**src/rtl/wb_arbiter_pkg.sv**
```systemverilog
// Shared CPU write-back definitions: register/data widths and arbiter FSM encoding.
package wb_arbiter_pkg;

  localparam int REG_W  = 6;
  localparam int DATA_W = 32;

  typedef enum logic [1:0] {
    IDLE  = 2'd0,
    PEND  = 2'd1,
    FORCE = 2'd2
  } wb_state_e;

endpackage

```
**src/rtl/wb_load_fifo.sv**
```systemverilog
// Load-return buffer: FIFO of {rd, data} with per-entry valid bits that can be
// cleared by destination register (WAW kill). Killed entries stay in place and
// are popped by the arbiter without a write.
module wb_load_fifo
  import wb_arbiter_pkg::*;
#(
  parameter int DEPTH = 2
) (
  input  logic                    clk,
  input  logic                    rst_n,
  input  logic                    push,
  input  logic [REG_W-1:0]        push_rd,
  input  logic [DATA_W-1:0]       push_data,
  input  logic                    pop,
  input  logic                    kill,
  input  logic [REG_W-1:0]        kill_rd,
  output logic                    head_valid,
  output logic [REG_W-1:0]        head_rd,
  output logic [DATA_W-1:0]       head_data,
  output logic                    full,
  output logic [$clog2(DEPTH):0]  count
);

  localparam int PW = $clog2(DEPTH);
  localparam int CW = PW + 1;

  logic [REG_W-1:0]  rd_mem   [DEPTH];
  logic [DATA_W-1:0] data_mem [DEPTH];
  logic [DEPTH-1:0]  vld;
  logic [PW-1:0]     wr_ptr;
  logic [PW-1:0]     rd_ptr;

  // Entry payload storage; only the valid bits need a reset.
  always_ff @(posedge clk) begin
    if (push) begin
      rd_mem[wr_ptr]   <= push_rd;
      data_mem[wr_ptr] <= push_data;
    end
  end

  // Pointers, occupancy and valid bits; later assignments override the kill sweep.
  always_ff @(posedge clk or negedge rst_n) begin
    if (!rst_n) begin
      vld    <= '0;
      wr_ptr <= '0;
      rd_ptr <= '0;
      count  <= '0;
    end else begin
      for (int i = 0; i < DEPTH; i++) begin
        if (kill && vld[i] && (rd_mem[i] == kill_rd)) vld[i] <= 1'b0;
      end
      if (pop) begin
        vld[rd_ptr] <= 1'b0;
        rd_ptr      <= rd_ptr + 1'b1;
      end
      if (push) begin
        vld[wr_ptr] <= 1'b1;
        wr_ptr      <= wr_ptr + 1'b1;
      end
      case ({push, pop})
        2'b10:   count <= count + 1'b1;
        2'b01:   count <= count - 1'b1;
        default: count <= count;
      endcase
    end
  end

  assign head_valid = (count != '0) && vld[rd_ptr];
  assign head_rd    = rd_mem[rd_ptr];
  assign head_data  = data_mem[rd_ptr];
  assign full       = (count == CW'(DEPTH));

endmodule

```
**src/rtl/wb_arbiter.sv**
```systemverilog
// Register-file write-port arbiter: the pipeline write-back has priority, then
// the buffered load head, then a direct bypass of a load when the buffer is empty.
// A starved head forces a pipeline bubble via the registered stall request.
module wb_arbiter
  import wb_arbiter_pkg::*;
#(
  parameter int DEPTH        = 2,
  parameter int STARVE_LIMIT = 4
) (
  input  logic                    clk,
  input  logic                    rst_n,
  input  logic                    alu_valid,
  input  logic [REG_W-1:0]        alu_rd,
  input  logic [DATA_W-1:0]       alu_data,
  input  logic                    mem_valid,
  output logic                    mem_ready,
  input  logic [REG_W-1:0]        mem_rd,
  input  logic [DATA_W-1:0]       mem_data,
  output logic                    rf_we,
  output logic [REG_W-1:0]        rf_waddr,
  output logic [DATA_W-1:0]       rf_wdata,
  output logic                    stall,
  output logic [$clog2(DEPTH):0]  count
);

  localparam int CW = $clog2(DEPTH) + 1;
  localparam int SW = $clog2(STARVE_LIMIT + 1);

  wb_state_e         state;
  logic [SW-1:0]     starve;
  logic              full;
  logic              head_valid;
  logic [REG_W-1:0]  head_rd;
  logic [DATA_W-1:0] head_data;
  logic              accept;
  logic              load_killed;
  logic              head_present;
  logic              grant_head;
  logic              drop_head;
  logic              bypass;
  logic              push;
  logic              pop;
  logic [CW-1:0]     count_next;
  logic              next_empty;

  // Ready depends only on occupancy, never on mem_valid.
  assign mem_ready    = ~full;
  assign accept       = mem_valid & mem_ready;
  // A load accepted under a same-rd pipeline write is already stale: drop it.
  assign load_killed  = alu_valid & (mem_rd == alu_rd);
  assign head_present = (count != '0);
  assign grant_head   = ~alu_valid & head_valid;
  // A killed head leaves without using the write port, even while the ALU writes.
  assign drop_head    = head_present & ~head_valid;
  assign bypass       = ~alu_valid & ~head_present & accept;
  assign push         = accept & ~load_killed & ~bypass;
  assign pop          = grant_head | drop_head;
  assign count_next   = count + CW'(push) - CW'(pop);
  assign next_empty   = (count_next == '0);

  wb_load_fifo #(.DEPTH(DEPTH)) u_fifo (
    .clk        (clk),
    .rst_n      (rst_n),
    .push       (push),
    .push_rd    (mem_rd),
    .push_data  (mem_data),
    .pop        (pop),
    .kill       (alu_valid),
    .kill_rd    (alu_rd),
    .head_valid (head_valid),
    .head_rd    (head_rd),
    .head_data  (head_data),
    .full       (full),
    .count      (count)
  );

  // Registered write port: granted write lands one edge later, address/data hold otherwise.
  always_ff @(posedge clk or negedge rst_n) begin
    if (!rst_n) begin
      rf_we    <= 1'b0;
      rf_waddr <= '0;
      rf_wdata <= '0;
    end else if (alu_valid) begin
      rf_we    <= 1'b1;
      rf_waddr <= alu_rd;
      rf_wdata <= alu_data;
    end else if (grant_head) begin
      rf_we    <= 1'b1;
      rf_waddr <= head_rd;
      rf_wdata <= head_data;
    end else if (bypass) begin
      rf_we    <= 1'b1;
      rf_waddr <= mem_rd;
      rf_wdata <= mem_data;
    end else begin
      rf_we    <= 1'b0;
    end
  end

  // Occupancy/starvation FSM with registered stall request.
  always_ff @(posedge clk or negedge rst_n) begin
    if (!rst_n) begin
      state  <= IDLE;
      stall  <= 1'b0;
      starve <= '0;
    end else begin
      case (state)
        IDLE: begin
          starve <= '0;
          if (push) state <= PEND;
        end
        PEND: begin
          if (pop) begin
            starve <= '0;
            if (next_empty) state <= IDLE;
          end else if (alu_valid && head_valid) begin
            if (starve == SW'(STARVE_LIMIT - 1)) begin
              starve <= '0;
              stall  <= 1'b1;
              state  <= FORCE;
            end else begin
              starve <= starve + 1'b1;
            end
          end
        end
        FORCE: begin
          if (grant_head || next_empty) begin
            starve <= '0;
            stall  <= 1'b0;
            state  <= next_empty ? IDLE : PEND;
          end else if (pop) begin
            starve <= '0;
          end
        end
        default: begin
          state <= IDLE;
          stall <= 1'b0;
        end
      endcase
    end
  end

endmodule

```
**config.mk**
```make
export PLATFORM = sky130hd
export DESIGN_NAME = wb_arbiter
export DESIGN_NICKNAME = d
export VERILOG_FILES = /design/src/rtl/wb_arbiter_pkg.sv /design/src/rtl/wb_load_fifo.sv /design/src/rtl/wb_arbiter.sv
export SDC_FILE = /design/constraint.sdc
export NUM_CORES = 1
export LEC_CHECK = 0
export ABC_CLOCK_PERIOD_IN_PS = 5700
export BUFFER_PORTS_ARGS = -buffer_cell sky130_fd_sc_hd__buf_2
export CORE_AREA = 2 2 94 119
export CTS_CLUSTER_DIAMETER = 120
export DETAILED_ROUTE_END_ITERATION = 16
export DIE_AREA = 0 0 96 121
export PLACE_DENSITY = 0.79
export SYNTH_ARGS = -nofsm -noshare
export SYNTH_HDL_FRONTEND = slang
export SYNTH_SLANG_ARGS = --single-unit
```
**constraint.sdc**
```tcl
create_clock -name clk -period 5.7 [get_ports clk]
set_input_delay 1.14 -clock clk [delete_from_list [all_inputs] [get_ports clk]]
set_output_delay 1.14 -clock clk [all_outputs]
set_load 0.03 [all_outputs]
```
# After elaboration in Yosys (flattened, before gate mapping)
# Memories as Yosys holds them, arrays and structs flattened.
# Index checks and enable logic that the tools add are counted.
# totals
reg_bits	51
mem_bits_rw	76
inputBits	80
out_inout_bits	43
elab_cells	119
memories	2
# memory_table
name	depth	width	read_ports	rd_clocked_by_memory_dff	write_ports	line_no	rtl
u_fifo.data_mem	2	32	1	0	1	wb_load_fifo.sv:28	logic [DATA_W-1:0] data_mem [DEPTH];
u_fifo.rd_mem	2	6	3	0	1	wb_load_fifo.sv:27	logic [REG_W-1:0] rd_mem [DEPTH];
# classes
n_addsub	7
n_lt_le_gt_ge	4
n_eq_ne	18
muxes	41
bitwise	19
reduce_logical	18
# op_table
cell	count
32-bit two-way mux	3
6-bit equality test	3
6-bit two-way mux	3
1-bit two-way mux	16
2-bit two-way mux	8
3-bit two-way mux	5
3-bit inequality test (second input constant)	4
2-bit inequality test (second input constant)	5
5-bit AND reduction	2
3-bit case mux with 3 select lines	1
1-bit AND	8
1-bit logical AND	8
1-bit NOT	7
2-bit equality test (second input constant)	3
2-bit case mux with 3 select lines	1
3-bit nonzero test	2
2-bit by 1-bit equality test with 1-bit output (second input constant)	2
2-bit logical NOT	2
1-bit by 2-bit less-than comparator with 1-bit output (second input constant)	2
2-bit case mux with 2 select lines	1
2-bit nonzero test	2
3-bit by 1-bit adder with 3-bit output (second input constant)	1
3-bit by 2-bit equality test with 1-bit output (second input constant)	1
1-bit case mux with 3 select lines	1
13 further kinds	16

# Logic depth before layout (Yosys ltp)
# logic_depth
ltp_word	12
ltp_mapped	10
mapped_depth_nobuf	9

# Hierarchy
# Synthesis repeated with hierarchy kept, for this count alone.
# hier_totals
cells_unflattened	475
area_unflattened_um2	6110.9
# modules_own_cells
module	instances	cells_each	area_each_um2	seq_area_each_um2
wb_load_fifo	1	164	3370.7	2432.3
wb_arbiter	1	311	2740.1	1126.1

# Least setup slack after synthesis
# Ideal clock, no wire load.
# synth_path
kind	input -> register
start	input port alu_valid
end	memory u_fifo.data_mem[0][0], enable pin
setup_ps	433
arrival_ps	3191
required_ps	5267
path_slack_ps	2075
cell_stages	4
n_path_buf	0
path_cell_list	nand2b_1 a21boi_1 o41ai_4 nor2_1
# synth_between
elab_chain_cells	7
word_cells_on_any_way	10
cone_classes	2 x mux; 8 x bitwise
# synth_lines
item	line_no	rtl
start, declared	wb_arbiter.sv:12	input logic alu_valid,
1-bit NOT	wb_arbiter.sv:55	assign bypass = ~alu_valid & ~head_present & accept;
1-bit AND (2 in a row)	wb_arbiter.sv:55	
1-bit NOT	wb_arbiter.sv:56	assign push = accept & ~load_killed & ~bypass;
1-bit AND *	wb_arbiter.sv:56	
1-bit two-way mux *	wb_load_fifo.sv:35	if (push) begin
1-bit two-way mux (not written as such) *	wb_load_fifo.sv:37	data_mem[wr_ptr] <= push_data;
end, declared	wb_load_fifo.sv:28	
# Mark *: on every way between the ends. The rest lies on a longest branch, timed or not.

# Worst setup path in the final report
# layout_path
start	input port alu_rd[0]
end	register starve[0]
# layout_between
elab_chain_cells	11
word_cells_on_any_way	13
cone_classes	2 x add/sub; 2 x eq/ne; 2 x mux; 4 x bitwise; 3 x reduce/logical
# layout_lines
item	line_no	rtl
start, declared	wb_arbiter.sv:13	input logic [REG_W-1:0] alu_rd,
6-bit equality test *	wb_arbiter.sv:50	assign load_killed = alu_valid & (mem_rd == alu_rd);
1-bit AND *	wb_arbiter.sv:50	
1-bit NOT *	wb_arbiter.sv:56	
1-bit AND * (2 in a row)	wb_arbiter.sv:56	
net push	wb_arbiter.sv:41	logic push;
2-bit by 1-bit adder with 2-bit output *	wb_arbiter.sv:58	assign count_next = count + CW'(push) - CW'(pop);
2-bit by 1-bit subtractor with 2-bit output *	wb_arbiter.sv:58	
2-bit logical NOT *	wb_arbiter.sv:59	assign next_empty = (count_next == '0);
1-bit logical OR *	wb_arbiter.sv:127	if (grant_head || next_empty) begin
3-bit inequality test (no source line) / 3-bit two-way mux (equally long branches)	--	
3-bit AND reduction (no source line) / 3-bit case mux with 3 select lines (equally long branches)	--	
end signal, assigned	wb_arbiter.sv:122	starve <= starve + 1'b1;
end, declared	wb_arbiter.sv:30	logic [SW-1:0] starve;
# The timed path passes the listed nets; every way through them passes the cells marked *.
# A chain may end at the register's enable or synchronous reset.

==> reports/results.ini <==
[status]
status=finished clean

[sta]
finalSetupViolCount=0
tightest_slew_ns=1.20
fmax_mhz=312
finalSetupTns_ns=0
hold_viol_final=0
slew_viol_final=0
rsz0062_at_grt=false
relSlewSlack_pct=19.7
finalCriticalPeriod_ns=3.20
fin_worst_skew_ns=0.00661
final.period_utilization_pct=56.2

[synth]
synth_top_area_cell=edfxtp_1
ys_types=39
ys_warn_count=0
syn_nets=508
synth_area_um2=5650
synth_area_leaders=edfxtp_1 40%, dfrtp_1 23%, mux2i_1 6.7%
synthCells=424
syn_area_per_cell_um2=13.3
yosysTopAreaCellShare_pct=40.4
ys_ff_latch=127
synth.yosys.seq_area_share_pct=63.0

[setup_path]
required_ns=5.98
crit_family=compound AO/OA/AOI/OAI gates
crit_buf_inv=2
crit_path_end_kind=flop
crit_slowest_cell=o41ai_4
cp_cell_sequence=buf_2 -> xnor2_1 -> nand4_1 -> o41ai_4 -> inv_2 -> ha_1 -> xor3_2 -> o21ai_2 -> o21ai_1 -> mux2_2
cp_data_arrival_time_ns=3.48
critPathLaunchType=input pin
path_max_fanout=7
worstSetupPathType=in2reg
critPathLaunch=alu_rd[0]
regToRegStartpoint=u_fifo.rd_ptr
max_stage_delay_ns=0.60

[cts]
cts.path.max_buffers=2
root_buffer=clkbuf_16
cts_max_level=4
clkSinkCount=127
post-cts-setup-buffers=0
postCtsHoldBufs=0
cts_tree=yes
clk_latency_ns=0.40
path_clk_slew_ns=0.05
cts_resized=0
cts_buffers=17

[die]
rows=42
die_w_um=96
die_area_um2=11600
coreArea_um2=10500
dieHeight_um=121
io_pins=123
start_util_pct=54.0

[placement]
dp_hpwl_mm=7.68
placed_area_um2=6360
io_buffer_count=122
gp_congestion=0.866

[worst_hold_path]
holdCritStartpoint=starve[2]
hp-class=reg2reg

[finish]
area_growth_pct=22.1
fin_area_um2=6900
final_cell_mix=122 x buf_2, 76 x edfxtp_1, 50 x dfrtp_1
mostFrequentLayoutCell=buf_2
n_antenna_cell=0
final_core_util_pct=65.9
final_nets=626
drive_gt1_share_pct=29.2

[detailed_routing]
drc_errors=0
first_iter_violations=219
finalWirelength_mm=12.8
wl_per_cell_um=18.6
ant_nets=0
firstDrtPassIters=4
vias=3936
via_per_inst=5.73

[grt]
overflow=0
grt_usage_pct=23.3
grt_pass1_wl_mm=20.5
grt_pass1_vias=4171
grt_max_degree=79
antenna_found_initial=0

[power]
p_leak_nw=3.08
power.total_mw=3.98
irDropWorstVdd_mv=0.362
p_per_area_nw_per_um2=577

[flow_run]
maxCapViolations=0

## worst reg2reg max path: stages, from the launching register on
cell and delay (ns):
dfrtp_2 0.38, mux2i_4 0.37, o22a_1 0.34, ha_1 0.29, inv_1 0.06, ha_1 0.17, xor3_2 0.29, o21ai_2 0.18
o21ai_1 0.11, mux2_2 0.29
## flip-flops by register name, indices dropped and copies added, names as in the netlist
name	count
starve	3
u_fifo.count	2
rf_waddr	6
u_fifo.wr_ptr	1
rf_we	1
u_fifo.data_mem	64
u_fifo.rd_ptr	1
stall	1
u_fifo.rd_mem	12
u_fifo.vld	2
rf_wdata	32
state	2
## cells in the mapped netlist (all sizes together)
master   number
nand3         1
o21a          1
mux2i        39
mux2          1
nand2b        3
a211o        39
nor4          4
xor2         10
o22a          1
inv           8
o311ai        1
o21ai         4
o31ai         2
nand4         3
xnor2        13
nand2        40
a2bb2oi      39
dfrtp        51
buf          14
clkbuf       12
o41ai         1
o211ai        1
nor3          2
a21boi        1
o22ai         2
xor3          1
nor2         46
or3b          2
edfxtp       76
ha            4
o31a          1
a32o          1
## per-stage QoR
stage | hold slack (ns) | std cells | setup slack, ns
2_1_floorplan | 0.449 | 424 | 2.08
3_3_place_gp | 0.465 | 655 | 2.29
3_5_place_dp | 0.479 | 655 | 2.22
4_1_cts | 0.489 | 687 | 2.51
5_1_grt | 0.516 | 687 | 2.41
6_report | 0.484 | 687 | 2.50
## logic make-up after synthesis
family	Yosys count	share of synthesized area [%]
AND/OR/NAND/NOR	101	7.44
flip-flops	127	63.0
AO/OA/AOI/OAI	94	14.6
multiplexers	40	7.33
adder cells (fa/ha/maj)	4	0.886
buffers and inverters	34	2.72
XOR/XNOR	24	4.01
## layout make-up
class	count	area, µm²
fillers	779	3560
flip-flops and latches	127	3560
multi-input cells	263	1970
repair buffers	125	633
clock buffers	23	448
well taps	132	165
clock inverters	9	92.6
inverters	8	30.0
## final timing paths
kind	slack [ns]	end	cells after the start
setup / recovery	2.50	starve[0]	10
hold / removal	0.48	starve[2]	1
setup reg to reg	3.10	starve[0]	9
hold reg to reg	0.48	starve[2]	1
max in group asynchronous	4.30	u_fifo.rd_ptr	2
min in group asynchronous	0.87	rf_wdata[22]	2
## where the power goes
| part | internal, mW | total [mW] | switching (mW) |
|---|---|---|---|
| Combinational | 0.594 | 1.55 | 0.951 |
| Clock | 0.636 | 1.00 | 0.368 |
| Sequential | 1.28 | 1.43 | 0.147 |
| Total | 2.51 | 3.98 | 1.47 |
## layer usage
layer	global-route usage, %	vias to the layer above	wire (µm)
li1	-	1828	-
met1	28.4	1976	5220
met2	39.9	116	6810
met3	4.91	16	567
met4	9.20	0	165
met5	0	-	0
Power figures use the tool's default switching activity.
